--- config.mk ---
export PLATFORM = sky130hd
export DESIGN_NAME = tick_irq_ctrl
export DESIGN_NICKNAME = d
export VERILOG_FILES = /design/src/rtl/tick_irq_ctrl_pkg.sv /design/src/rtl/tick_irq_ctrl_sat_counter.sv /design/src/rtl/tick_irq_ctrl.sv
export SDC_FILE = /design/constraint.sdc
export NUM_CORES = 1
export LEC_CHECK = 0
export CAP_MARGIN = 20
export CORE_MARGIN = 5
export CORE_UTILIZATION = 30
export DETAILED_ROUTE_END_ITERATION = 10
export GPL_TIMING_DRIVEN = 0
export PLACE_DENSITY = 0.47
export SLEW_MARGIN = 20
export SYNTH_ARGS = -nofsm -noshare
export SYNTH_HDL_FRONTEND = slang
export SYNTH_SLANG_ARGS = --single-unit
--- constraint.sdc ---
create_clock -name clk -period 2.3 [get_ports clk]
set_input_delay 0.46 -clock clk [delete_from_list [all_inputs] [get_ports clk]]
set_output_delay 0.46 -clock clk [all_outputs]
set_load 0.02 [all_outputs]
--- src/rtl/tick_irq_ctrl_pkg.sv ---
// Shared types for the tick interrupt controller: the 32-bit word and the
// controller state encoding.
package tick_irq_ctrl_pkg;

   typedef logic [31:0] word;

   typedef enum logic [1:0] {
      IDLE,
      RUN,
      ARM
   } tick_irq_state_e;

endpackage

--- src/rtl/tick_irq_ctrl_sat_counter.sv ---
// Saturating up-counter with clear. A clear takes priority over the held count,
// but an increment in the same cycle still lands on the freshly cleared value.
module tick_irq_ctrl_sat_counter #(
   parameter int unsigned WIDTH = 8
) (
   input  logic             clk,
   input  logic             res_n,
   input  logic             inc_i,
   input  logic             clr_i,
   output logic [WIDTH-1:0] cnt_o
);

   logic [WIDTH-1:0] cnt_d;
   logic [WIDTH-1:0] cnt_q;

   always_comb begin
      cnt_d = cnt_q;
      if (clr_i) begin
         cnt_d = WIDTH'(inc_i);
      end else if (inc_i && (cnt_q != {WIDTH{1'b1}})) begin
         cnt_d = cnt_q + WIDTH'(1);
      end
   end

   always_ff @(posedge clk or negedge res_n) begin
      if (!res_n) begin
         cnt_q <= '0;
      end else begin
         cnt_q <= cnt_d;
      end
   end

   assign cnt_o = cnt_q;

endmodule

--- src/rtl/tick_irq_ctrl.sv ---
// Consumes the timekeeper's sticky tick, re-arms it for one cycle per tick,
// divides ticks into a level interrupt with ack, and tracks overruns.
module tick_irq_ctrl
   import tick_irq_ctrl_pkg::*;
#(
   parameter word         TICKS_PER_IRQ = 32'd4,
   parameter int unsigned OVR_W         = 8
) (
   input  logic             clk,
   input  logic             res_n,
   input  logic             en_i,
   input  logic             tick_i,
   output logic             timer_res_o,
   output logic             irq_o,
   input  logic             irq_ack_i,
   output logic             overrun_o,
   input  logic             ovr_clr_i,
   output logic [OVR_W-1:0] ovr_cnt_o,
   output word              tick_total_o
);

   tick_irq_state_e state_d, state_q;
   logic            timer_res_d, timer_res_q;
   logic            irq_d, irq_q;
   logic            overrun_d, overrun_q;
   word             div_cnt_d, div_cnt_q;
   word             tick_total_d, tick_total_q;
   logic            fire;
   logic            ovr_event;

   // timer_res_d is the value for the state being entered, so the re-arm
   // pulse lines up exactly with the single ARM cycle.
   always_comb begin
      state_d      = state_q;
      timer_res_d  = timer_res_q;
      div_cnt_d    = div_cnt_q;
      tick_total_d = tick_total_q;
      irq_d        = irq_q;
      overrun_d    = overrun_q;
      fire         = 1'b0;
      ovr_event    = 1'b0;

      case (state_q)
         IDLE: begin
            timer_res_d = 1'b1;
            if (en_i) begin
               state_d     = RUN;
               timer_res_d = 1'b0;
            end
         end
         RUN: begin
            timer_res_d = 1'b0;
            if (!en_i) begin
               state_d     = IDLE;
               timer_res_d = 1'b1;
               div_cnt_d   = '0;
            end else if (tick_i) begin
               state_d      = ARM;
               timer_res_d  = 1'b1;
               tick_total_d = tick_total_q + 32'd1;
               if (div_cnt_q == TICKS_PER_IRQ - 32'd1) begin
                  div_cnt_d = '0;
                  fire      = 1'b1;
               end else begin
                  div_cnt_d = div_cnt_q + 32'd1;
               end
            end
         end
         ARM: begin
            if (en_i) begin
               state_d     = RUN;
               timer_res_d = 1'b0;
            end else begin
               state_d     = IDLE;
               timer_res_d = 1'b1;
               div_cnt_d   = '0;
            end
         end
         default: begin
            state_d     = IDLE;
            timer_res_d = 1'b1;
            div_cnt_d   = '0;
         end
      endcase

      if (fire) begin
         if (!irq_q || irq_ack_i) begin
            irq_d = 1'b1;
         end else begin
            ovr_event = 1'b1;
         end
      end else if (irq_ack_i) begin
         irq_d = 1'b0;
      end

      if (ovr_clr_i) begin
         overrun_d = ovr_event;
      end else if (ovr_event) begin
         overrun_d = 1'b1;
      end
   end

   always_ff @(posedge clk or negedge res_n) begin
      if (!res_n) begin
         state_q      <= IDLE;
         timer_res_q  <= 1'b1;
         irq_q        <= 1'b0;
         overrun_q    <= 1'b0;
         div_cnt_q    <= '0;
         tick_total_q <= '0;
      end else begin
         state_q      <= state_d;
         timer_res_q  <= timer_res_d;
         irq_q        <= irq_d;
         overrun_q    <= overrun_d;
         div_cnt_q    <= div_cnt_d;
         tick_total_q <= tick_total_d;
      end
   end

   tick_irq_ctrl_sat_counter #(
      .WIDTH (OVR_W)
   ) u_ovr_cnt (
      .clk   (clk),
      .res_n (res_n),
      .inc_i (ovr_event),
      .clr_i (ovr_clr_i),
      .cnt_o (ovr_cnt_o)
   );

   assign timer_res_o  = timer_res_q;
   assign irq_o        = irq_q;
   assign overrun_o    = overrun_q;
   assign tick_total_o = tick_total_q;

endmodule
==> metrics.md <==
| Metric | Value |
|---|---|
| Ant. Diodes | 0 |
| Max clock buf depth | 2 |
| Worst path depth | 7 |
| Reg-to-reg critical path endpoint | u_ovr_cnt.cnt_o[0]$_DFFE_PN0P_ |
| Setup ws final | 0.0863 ns |
| Setup TNS Final | 0 ns |
| Largest net degree at the start of global routing | 53 |
| Post-DR vias/cell | 4.96 |
| Number of synthesized flops with an enable pin | 0 |
| CP Buf/Inv Count | 1 |
| Pleak | 2.10 nW |
| CTS tree | built |
| Worst Path Required | 2.52 ns |
| # port buffers | 47 |
| Routed vias | 3132 |
| Post-CTS Hold Buffers | 0 |
| Root Buffer | clkbuf_16 |
| Main synth FF type | dfrtp_1 |
| Core area | 12600 um^2 |
| R2R depth | 7 |
| Std-Cell Rows | 41 |
| Worst Hold Class | in -> async |
| Clock Latency Late Sink | 0.34 ns |
| Yosys warns | 0 |
| Total grt overflow | 0 |
| Switch Pwr | 0.791 mW |
| Die Wd | 123 um |
| Area Growth Syn to Fin | 34.7% |
| Post-synth cell types | 51 |
| Post-DP HPWL | 6.35 mm |
| Synthesized area | 3820 um^2 |
| Die H | 123 um |
| Vias in the first global route | 3139 |
| 1st-pass router iterations | 4 |
| Mapped Cells | 382 |
| CTS sink cnt | 77 |
| Final net count | 463 |
| First-pass GRT wire length | 15.7 mm |
| Ys async rst share | 1.00 |
| Drt drc | 0 |
| Die ar. | 15100 um^2 |
| Status | completed |
| Clock Pin Slew Worst Setup and Hold Paths | 0.06 ns |
| Hold Vio Cnt, Final | 0 |
| Synthesized net count | 391 |
| Max-Cap Viols | 0 |
| Starting Density | 0.304 |
| Avg Synthesized Cell Area | 9.99 um^2 |
| Register area share after synthesis | 0.505 |
| Worst slew pin tran | 0.574 ns |
| Type of origin of the critical path | register |
| GPL Wtd Cong | 0.788 |
| Synth top cells by count | dfrtp_1 (76), xnor2_1 (47), nor2_1 (40) |
| Final core occ | 0.409 |
| Layout Cells excl Fill | 631 |
| # setup viols final | 0 |
| Crit-path max cell delay | 0.54 ns |
| Most frequent cell after synthesis | dfrtp_1 |
| Worst VDD drop | 0.349 mV |
| PD cells | 669 nW/um^2 |
| CTS Buf Count | 9 |
| CP Max Fanout | 7 |
| Initial DRC count | 99 |
| Worst slew margin | 0.617 |
| Worst slack at placement | -0.706 ns |
| Crit-path slowest cell | or4_1 |
| Drt wl/cell | 15.0 um |
| CP delay by family, top | simple AND/OR/NAND/NOR gates |
| Comb pwr share | 0.084 |
| CTS HTree Levels | 3 |
| P_int | 2.65 mW |
| Critical R2R Launch | div_cnt_q[1]$_DFFE_PN0P_ |
| Final Max Tran Viols | 0 |
| Switch share | 0.230 |
| Sequential Power Share | 0.425 |
| Total power | 3.44 mW |
| Share of cells above drive strength 1 | 0.159 |
| Clock Power Share | 0.492 |
| Post-synth top area cell | dfrtp_1 |
| Post-route ant nets | 0 |
| Top Ports | 49 |
| Synth top area share | 0.498 |
| Initial antenna violation count | 0 |
| Tmin final | 2.21 ns |
| Critical-path cell list | ha_4 > nor4b_4 > nand4_1 > or4_1 > buf_6 > and3_1 > a211o_1 |
| Fmax | 452 MHz |
| CP startpoint | div_cnt_q[1]$_DFFE_PN0P_ |
| Critical Path AT | 2.44 ns |
| Tcrit/Tclk final | 0.962 |
| CP endpoint kind | register |
| Placed insts | 602 |
| Critical setup path kind | reg -> reg |
| Number of synthesized register bits | 77 |
| GRT Resource Usage Total | 0.133 |
| FF-to-FF setup slack | 0.09 ns |
| Skew final | 0.00806 ns |
| Ranking of synthesized cells by area | dfrtp_1 (50%), xnor2_1 (11%), nor2_1 (3.9%) |
| Final WL | 9.45 mm |
-- sequential cells by signal, summed over array words and instances, names as in the netlist --
name,count
div_cnt_q,32
tick_total_o,32
u_ovr_cnt.cnt_o,8
state_q,2
irq_o,1
overrun_o,1
timer_res_o,1
-- area by class of cell --
| class | count | area, um^2 |
|---|---|---|
| fillers | 1237 | 7430 |
| flip-flops and latches | 77 | 1940 |
| multi-input cells | 279 | 1920 |
| repair buffers | 62 | 601 |
| clock buffers | 11 | 253 |
| well taps | 172 | 215 |
| clock inverters | 5 | 106 |
| plain buffers | 11 | 60.1 |
| inverters | 14 | 52.6 |
-- stage by stage --
stage / area [um^2] / hold slack, ns
after floorplan: 3820 / 0.164
after global placement: 4500 / 0.465
after detailed placement: 4530 / 0.410
after CTS: 4970 / 0.0420
after global routing: 5140 / 0.0609
final: 5140 / 0.0406
-- power groups by stage --
stage                     sequential [mW]  clock, mW  combinational, mW
after detailed placement             1.48          0              0.276
final                                1.46       1.69              0.288
after CTS                            1.46       1.75              0.289
after floorplan                      1.51          0             0.0894
after global placement               1.48          0              0.270
after global routing                 1.47       1.79              0.318
-- worst max-delay path by stage --
stage                                           to  slack (ns)
finish              u_ovr_cnt.cnt_o[0]$_DFFE_PN0P_        0.09
global route        u_ovr_cnt.cnt_o[0]$_DFFE_PN0P_       -0.02
CTS                 u_ovr_cnt.cnt_o[0]$_DFFE_PN0P_        0.01
detailed placement    tick_total_o[21]$_DFFE_PN0P_       -0.71
global placement      tick_total_o[25]$_DFFE_PN0P_       -2.17
floorplan           u_ovr_cnt.cnt_o[0]$_DFFE_PN0P_        0.20
-- cells in the final DEF (no fill, tap or decap), types with 6 or more instances in the layout --
cell / instances
dfrtp_1: 69
xnor2_1: 47
clkdlybuf4s50_1: 46
nor2_1: 38
nand2_1: 25
nand4_1: 20
nand3_1: 17
nor4_1: 17
buf_4: 17
inv_1: 14
nor3_1: 13
o21ai_0: 10
clkbuf_16: 9
and3_1: 8
xor2_1: 7
dfrtp_2: 7
nor4_2: 6
-- worst register-to-register path, cell delays in order, from the launching register on --
cell and delay [ns]:
dfrtp_1 0.42, ha_4 0.16, nor4b_4 0.18, nand4_1 0.22, or4_1 0.54, buf_6 0.15, and3_1 0.17, a211o_1 0.26
-- metal layers --
metal | global-route usage | share of wire | vias up
met2 | 0.203 | 0.46 | 62
met4 | 0.0693 | 0.025 | 0
met1 | 0.178 | 0.48 | 1538
met3 | 0.0295 | 0.042 | 17
met5 | 0 | 0 | -
li1 | - | - | 1515
-- cell families (layout without fill, tap and decap cells) --
family / count (synthesis) / after routing / share of synthesized area
simple gates: 186 / 186 / 0.269
flops: 77 / 77 / 0.505
xor+xnor: 54 / 54 / 0.124
compound gates: 32 / 32 / 0.0544
buf+inv: 26 / 103 / 0.0269
mux: 4 / 4 / 0.0108
fa+ha+maj: 3 / 3 / 0.00983
-- repair_timing --
item,4_1_cts,5_1_grt
pin swaps,3,7
endpoints found under the hold margin,0,0
resized for setup,9,27
setup endpoints to repair,33,31
buffers inserted,6,8
Power figures use the tool's default switching activity.
